$ cat src/rtl/cthulhu_reg_pkg.sv
// cthulhu_reg_pkg
// Shared definitions for the cthulhu register slave: register addresses,
// CTRL/STATUS bit positions, reset values and the CTRL storage struct.
package cthulhu_reg_pkg;

    // Register map
    localparam logic [11:0] ADDR_CTRL    = 12'h000;
    localparam logic [11:0] ADDR_STATUS  = 12'h001;
    localparam logic [11:0] ADDR_LEVEL   = 12'h002;
    localparam logic [11:0] ADDR_SCRATCH = 12'h003;
    localparam logic [11:0] ADDR_FIFO    = 12'h004;
    localparam logic [11:0] ADDR_ID      = 12'h005;

    // CTRL bit positions
    localparam int CTRL_ENABLE   = 0;
    localparam int CTRL_IRQ_EN   = 1;
    localparam int CTRL_FIFO_CLR = 7;

    // STATUS bit positions
    localparam int STAT_EMPTY     = 0;
    localparam int STAT_FULL      = 1;
    localparam int STAT_OVERFLOW  = 2;
    localparam int STAT_UNDERFLOW = 3;

    localparam logic [7:0] SCRATCH_RST = 8'hA5;

    // Only the stored CTRL bits; fifo_clr is a pulse and is never stored.
    typedef struct packed {
        logic irq_en;
        logic enable;
    } ctrl_t;

    // Rebuild the CTRL byte as seen by software (reserved and fifo_clr read 0).
    function automatic logic [7:0] ctrl_to_byte(input ctrl_t c);
        logic [7:0] b;
        b              = 8'h00;
        b[CTRL_ENABLE] = c.enable;
        b[CTRL_IRQ_EN] = c.irq_en;
        return b;
    endfunction

endpackage

$ cat src/rtl/cthulhu_sync_fifo.sv
// cthulhu_sync_fifo
// Single-clock DEPTH x WIDTH FIFO with occupancy count.
// Ports:
//   clk, rst    clock and synchronous active-high reset
//   clr         synchronous flush; wins over a same-cycle push/pop
//   push, wdata write request and data; refused only when full with no pop
//   pop         read request; ignored when empty
//   head        oldest entry (undefined content when empty, caller masks)
//   full, empty occupancy flags
//   count       number of stored entries, 0..DEPTH
module cthulhu_sync_fifo #(
    parameter int  DEPTH = 8,
    parameter int  WIDTH = 8,
    localparam int PTR_W = $clog2(DEPTH),
    localparam int CNT_W = PTR_W + 1
) (
    input  logic             clk,
    input  logic             rst,
    input  logic             clr,
    input  logic             push,
    input  logic             pop,
    input  logic [WIDTH-1:0] wdata,
    output logic [WIDTH-1:0] head,
    output logic             full,
    output logic             empty,
    output logic [CNT_W-1:0] count
);

    localparam logic [PTR_W-1:0] PTR_ONE  = PTR_W'(1);
    localparam logic [CNT_W-1:0] CNT_ONE  = CNT_W'(1);
    localparam logic [CNT_W-1:0] CNT_FULL = CNT_W'(DEPTH);

    logic [WIDTH-1:0] mem_q [DEPTH];
    logic [WIDTH-1:0] mem_d [DEPTH];
    logic [PTR_W-1:0] wr_ptr_q, wr_ptr_d;
    logic [PTR_W-1:0] rd_ptr_q, rd_ptr_d;
    logic [CNT_W-1:0] count_q, count_d;
    logic             push_ok;
    logic             pop_ok;

    assign full  = (count_q == CNT_FULL);
    assign empty = (count_q == '0);
    assign count = count_q;
    assign head  = mem_q[rd_ptr_q];

    always_comb begin
        // A push into a full FIFO is accepted when the head leaves in the
        // same cycle: the freed slot is exactly the one being written.
        push_ok  = push & (~full | pop);
        pop_ok   = pop & ~empty;
        mem_d    = mem_q;
        wr_ptr_d = wr_ptr_q;
        rd_ptr_d = rd_ptr_q;
        count_d  = count_q;
        if (clr) begin
            wr_ptr_d = '0;
            rd_ptr_d = '0;
            count_d  = '0;
        end else begin
            if (push_ok) begin
                mem_d[wr_ptr_q] = wdata;
                wr_ptr_d        = wr_ptr_q + PTR_ONE;
            end
            if (pop_ok) begin
                rd_ptr_d = rd_ptr_q + PTR_ONE;
            end
            case ({push_ok, pop_ok})
                2'b10:   count_d = count_q + CNT_ONE;
                2'b01:   count_d = count_q - CNT_ONE;
                default: count_d = count_q;
            endcase
        end
    end

    always_ff @(posedge clk) begin
        if (rst) begin
            mem_q    <= '{default: '0};
            wr_ptr_q <= '0;
            rd_ptr_q <= '0;
            count_q  <= '0;
        end else begin
            mem_q    <= mem_d;
            wr_ptr_q <= wr_ptr_d;
            rd_ptr_q <= rd_ptr_d;
            count_q  <= count_d;
        end
    end

endmodule

$ cat src/rtl/cthulhu_reg_slave.sv
// cthulhu_reg_slave
// Register-bus slave holding CTRL/STATUS/LEVEL/SCRATCH/FIFO_DATA/ID registers
// and a byte TX FIFO that software fills by bus writes and a stream port drains.
// Ports:
//   clk       clock, posedge
//   rst_n     synchronous reset, ACTIVE HIGH despite the name
//   addr      12-bit register address
//   write_en  1 = write, 0 = read, qualified by valid
//   valid     transaction strobe, one transaction per cycle while high
//   data_w    write data
//   data_r    registered read data, updated one edge after the read strobe
//   tx_data   FIFO head byte (0x00 when empty)
//   tx_valid  stream valid
//   tx_ready  stream ready from the consumer
//   irq       registered level interrupt (irq_en & (overflow | underflow))
//
// Stream handshake: a byte transfers on every posedge where tx_valid and
// tx_ready are both high. tx_valid depends only on CTRL.enable and FIFO
// occupancy, never on tx_ready; the consumer may drive tx_ready freely.
module cthulhu_reg_slave
    import cthulhu_reg_pkg::*;
#(
    parameter int         DEPTH    = 8,
    parameter logic [7:0] ID_VALUE = 8'hC7
) (
    input  logic        clk,
    input  logic        rst_n,
    input  logic [11:0] addr,
    input  logic        write_en,
    input  logic        valid,
    input  logic [7:0]  data_w,
    output logic [7:0]  data_r,
    output logic [7:0]  tx_data,
    output logic        tx_valid,
    input  logic        tx_ready,
    output logic        irq
);

    localparam int CNT_W = $clog2(DEPTH) + 1;

    ctrl_t            ctrl_q, ctrl_d;
    logic [7:0]       scratch_q, scratch_d;
    logic             ovf_q, ovf_d;
    logic             udf_q, udf_d;
    logic [7:0]       data_r_q, data_r_d;
    logic             irq_q, irq_d;

    logic             rd_req;
    logic             wr_req;
    logic             fifo_push;
    logic             fifo_pop;
    logic             fifo_clr;
    logic             fifo_full;
    logic             fifo_empty;
    logic [CNT_W-1:0] fifo_count;
    logic [7:0]       fifo_head;
    logic             ovf_set, ovf_clr;
    logic             udf_set, udf_clr;
    logic [7:0]       status_byte;
    logic [7:0]       rdata;

    cthulhu_sync_fifo #(
        .DEPTH (DEPTH),
        .WIDTH (8)
    ) u_fifo (
        .clk   (clk),
        .rst   (rst_n),
        .clr   (fifo_clr),
        .push  (fifo_push),
        .pop   (fifo_pop),
        .wdata (data_w),
        .head  (fifo_head),
        .full  (fifo_full),
        .empty (fifo_empty),
        .count (fifo_count)
    );

    assign tx_valid = ctrl_q.enable & ~fifo_empty;
    assign tx_data  = fifo_empty ? 8'h00 : fifo_head;
    assign data_r   = data_r_q;
    assign irq      = irq_q;

    always_comb begin
        rd_req    = valid & ~write_en;
        wr_req    = valid & write_en;
        fifo_pop  = tx_valid & tx_ready;
        fifo_push = wr_req & (addr == ADDR_FIFO);
        fifo_clr  = wr_req & (addr == ADDR_CTRL) & data_w[CTRL_FIFO_CLR];

        ctrl_d    = ctrl_q;
        scratch_d = scratch_q;
        if (wr_req && addr == ADDR_CTRL) begin
            ctrl_d.enable = data_w[CTRL_ENABLE];
            ctrl_d.irq_en = data_w[CTRL_IRQ_EN];
        end
        if (wr_req && addr == ADDR_SCRATCH) begin
            scratch_d = data_w;
        end

        // Set events win over a same-cycle W1C.
        ovf_set = fifo_push & fifo_full & ~fifo_pop;
        udf_set = rd_req & (addr == ADDR_FIFO) & fifo_empty;
        ovf_clr = wr_req & (addr == ADDR_STATUS) & data_w[STAT_OVERFLOW];
        udf_clr = wr_req & (addr == ADDR_STATUS) & data_w[STAT_UNDERFLOW];
        ovf_d   = (ovf_q & ~ovf_clr) | ovf_set;
        udf_d   = (udf_q & ~udf_clr) | udf_set;
        irq_d   = ctrl_d.irq_en & (ovf_d | udf_d);

        status_byte                 = 8'h00;
        status_byte[STAT_EMPTY]     = fifo_empty;
        status_byte[STAT_FULL]      = fifo_full;
        status_byte[STAT_OVERFLOW]  = ovf_q;
        status_byte[STAT_UNDERFLOW] = udf_q;

        // Read mux uses pre-edge state so a read racing an update sees old data.
        case (addr)
            ADDR_CTRL:    rdata = ctrl_to_byte(ctrl_q);
            ADDR_STATUS:  rdata = status_byte;
            ADDR_LEVEL:   rdata = 8'(fifo_count);
            ADDR_SCRATCH: rdata = scratch_q;
            ADDR_FIFO:    rdata = fifo_empty ? 8'h00 : fifo_head;
            ADDR_ID:      rdata = ID_VALUE;
            default:      rdata = 8'h00;
        endcase

        data_r_d = rd_req ? rdata : data_r_q;
    end

    always_ff @(posedge clk) begin
        if (rst_n) begin
            ctrl_q    <= '0;
            scratch_q <= SCRATCH_RST;
            ovf_q     <= 1'b0;
            udf_q     <= 1'b0;
            data_r_q  <= 8'h00;
            irq_q     <= 1'b0;
        end else begin
            ctrl_q    <= ctrl_d;
            scratch_q <= scratch_d;
            ovf_q     <= ovf_d;
            udf_q     <= udf_d;
            data_r_q  <= data_r_d;
            irq_q     <= irq_d;
        end
    end

endmodule

$ cat config.mk
export PLATFORM = sky130hd
export DESIGN_NAME = cthulhu_reg_slave
export DESIGN_NICKNAME = d
export VERILOG_FILES = /design/src/rtl/cthulhu_reg_pkg.sv /design/src/rtl/cthulhu_sync_fifo.sv /design/src/rtl/cthulhu_reg_slave.sv
export SDC_FILE = /design/constraint.sdc
export NUM_CORES = 1
export LEC_CHECK = 0
export ABC_AREA = 1
export ABC_CLOCK_PERIOD_IN_PS = 4300
export BUFFER_PORTS_ARGS = -buffer_cell sky130_fd_sc_hd__buf_2
export CAP_MARGIN = 20
export CORE_MARGIN = 2
export CORE_UTILIZATION = 40
export DETAILED_ROUTE_END_ITERATION = 12
export GPL_TIMING_DRIVEN = 0
export HOLD_SLACK_MARGIN = 0.08
export SLEW_MARGIN = 10
export SYNTH_ARGS = -nofsm -noshare
export SYNTH_HDL_FRONTEND = slang
export SYNTH_SLANG_ARGS = --single-unit
$ cat constraint.sdc
create_clock -name clk -period 4.3 [get_ports clk]
set_clock_uncertainty 0.05 [all_clocks]
set_input_delay 0.86 -clock clk [delete_from_list [all_inputs] [get_ports clk]]
set_output_delay 0.86 -clock clk [all_outputs]
set_load 0.01 [all_outputs]
==> impl_results.md <==
- Slowest stage delay, CP: 380 ps
- Wire per inst: 16.53 um
- Hold crit path type: register to register
- Fill count: 1224
- Syn_nets: 742
- Kind of end point of the critical path: output port
- DRT Pass-1 Iters: 6
- Total placed cells including tap cells: 892
- Antenna viol nets, final: 0
- Post-layout util: 46.10%
- Initial antenna violation count: 0
- Number of synthesized flops with an enable pin: 0
- YS warnings: 0
- CP required: 3390 ps
- Crit-path slowest cell: buf_1
- Post-synthesis cell type count: 36
- Nets@finish: 786
- Logic gate share of total power: 3.6%
- Layout cell share with drive strength beyond 1: 11.07%
- Slew HR: 50.25%
- Via density: 5.481
- Final Setup Violations: 0
- Maximum number of pins on one net before global-route repair: 15
- Number of diodes: 0
- Worst-skew pair later-pin latency: 350 ps
- Residual DRC: 0
- Int Pwr: 1.396 mW
- Row cnt: 40
- Final Slew Violations: 0
- Post-synthesis mux area share: 0%
- Final Power: 1.793 mW
- Io pins: 43
- Area fraction of the dominant cell type after synthesis: 39.10%
- Total GRT Usage: 23.54%
- Clock transition at path regs: 60 ps
- Count leader, synth: nand2_1
- TritonCTS clock tree: done
- Status: finished, final reports clean
- Synth async-reset ratio: 0%
- Clk sinks: 95
- Htree depth: 3
- Fmax: 0.3286 GHz
- Synth Register Bits: 95
- Psw: 0.3963 mW
- Cells after Synth: 712
- Hpwl dp: 11240 um
- RSZ-0062 raised after global routing: no
- Total of max-cap violations: 0
- Sequential fraction of the synthesis area: 39.10%
- Worst vdd ir: 0.1786 mV
- Hold Vio Cnt, Final: 0
- Pwr/cell area: 325.1 nW/um2
- CP cell instances: buf_2, inv_1, buf_1, nand2_1, nand3_1, nand3_1, and3_1, buf_2
- TritonCTS Buffers: 9
- Reg power frac: 49.1%
- Post-Synth Adder-Cell Area: 1.286%
- Final wirelength: 14980 um
- Post-Synth XOR/XNOR Area: 0.5403%
- CTS Hold Bufs: 0
- Vias: 4966
- Worst-Margin Slew: 743.5 ps
- Post CTS Setup Buffer Count: 0
- Drt initial violations: 420
- Synth area leader: dfxtp_1
- Clock Power Share: 47.3%
- Largest fanout on the critical path: 10
- Final RePlAce weighted congestion: 0.9447
- Design area: 5514 um2
- WP data arrival: 2130 ps
- Cell area after synthesis: 4863 um2
- Buffers added on ports: 33
- Sw Ratio: 22.10%
- Static leakage: 2.147 nW
- Post-cts sizing count: 0
- Maximum clock insertion buffer count: 2
- DP Area: 5213 um2
- Synth Area in Compound Gates: 17.37%
- Fin crit share: 70.77%
- DIE HEIGHT: 114.3 um
- Top cells by count, synth: 155 x nand2_1, 95 x a21oi_1, 95 x dfxtp_1
- Root buffer cell: clkbuf_16
- Vias in the first global route: 4550
- Core ar.: 11960 um2
- Layout Cells excl Fill: 906
- Synth Area per Inst: 6.831 um2
- Starting Density: 40.66%
- Die width: 114.3 um
- Simple-Gate Fraction of Synth Area: 31.18%
- Fin crit period: 3043 ps
- Grt ovf: 0
- Largest cells by area after synthesis: dfxtp_1 39%, nand2_1 12%, a21oi_1 9.8%, inv_1 6.1%, nand3_1 5.2%
- Area grow syn2layout: 13.38%
- Post-synth top flop: dfxtp_1
- Setup TNS: 0 ps
- Die area: 13060 um2
- Crit Path Class: register to output port
- Largest family of logic cells by synthesized area: simple AND/OR/NAND/NOR gates
- Critical Path Start Type: register
- First-pass GRT wire length: 23500 um
## cells in the final DEF (no fill, tap or decap), types with 9 or more instances in the layout
cell       instances
a21oi_1           95
buf_2             43
clkbuf_1          21
clkbuf_16          9
dfxtp_1           95
inv_1             79
nand2_1          155
nand3_1           51
nand3_2            9
nand4_1           39
nor2_1            48
o211ai_1           9
o21ai_0           45
## per-stage QoR
step,worst slack [ps],hold slack [ps]
4_1_cts,1270,405.8
5_1_grt,1132,421.9
3_5_place_dp,1202,396.3
2_1_floorplan,1583,379.3
3_3_place_gp,1293,393.2
6_report,1257,403.4
## critical path: cells and delay by family, from the launching register on
| kind | cells | cell delay, ps |
|---|---|---|
| buf+inv | 4 | 890 |
| simple gates | 4 | 570 |
| flops | 1 | 310 |
## layer usage
metal / share of wire, % / routed length, um / GRT usage, %
met1: 46 / 6947 / 31.49
met2: 46 / 6847 / 37.50
met3: 5.4 / 802 / 4.711
met4: 2.5 / 381 / 9.106
met5: 0 / 0 / 0
## sequential cells by signal, summed over array words and instances (netlist names)
| name | cells |
|---|---|
| ctrl_q | 2 |
| data_r | 8 |
| irq | 1 |
| ovf_q | 1 |
| scratch_q | 8 |
| u_fifo.count | 4 |
| u_fifo.mem_q | 64 |
| u_fifo.rd_ptr_q | 3 |
| u_fifo.wr_ptr_q | 3 |
| udf_q | 1 |
## power by group through the flow
stage,registers [mW],clock network [mW],logic (mW)
after CTS,0.879,0.851,0.0644
after global placement,0.900,0,0.0636
after detailed placement,0.900,0,0.0642
final,0.879,0.848,0.0649
after floorplan,0.900,0,0.0358
after global routing,0.879,0.890,0.0709
## kinds of logic after synthesis
family / after synthesis
adder cells (fa/ha/maj): 5
flip-flops: 95
buffers and inverters: 126
AO/OA/AOI/OAI: 161
AND/OR/NAND/NOR: 322
XOR/XNOR: 3
## final timing paths
path | start | endpoint | slack (ps) | cells after the start
worst max-delay path | u_fifo.rd_ptr_q[0]$_SDFFE_PP0P_ | tx_data[1] | 1260 | 8
worst min-delay path | u_fifo.mem_q[17]$_SDFFE_PP0P_ | u_fifo.mem_q[17]$_SDFFE_PP0P_ | 400 | 2
worst max register to register | u_fifo.count[2]$_SDFFE_PP0P_ | u_fifo.count[2]$_SDFFE_PP0P_ | 1810 | 11
worst min register to register | u_fifo.mem_q[17]$_SDFFE_PP0P_ | u_fifo.mem_q[17]$_SDFFE_PP0P_ | 400 | 2
## cell type report
cell class	instances	area [um2]	area share, %
Timing Repair Buffer	33	165.2	2.995
Clock inverter	4	72.57	1.316
Buffer	42	196.4	3.563
Tap cell	147	183.9	3.336
Inverter	84	315.3	5.718
Multi-Input combinational cell	491	2450	44.43
Clock buffer	10	229.0	4.152
Sequential cell	95	1902	34.49
No activity file was read; power rests on OpenSTA's default activity.
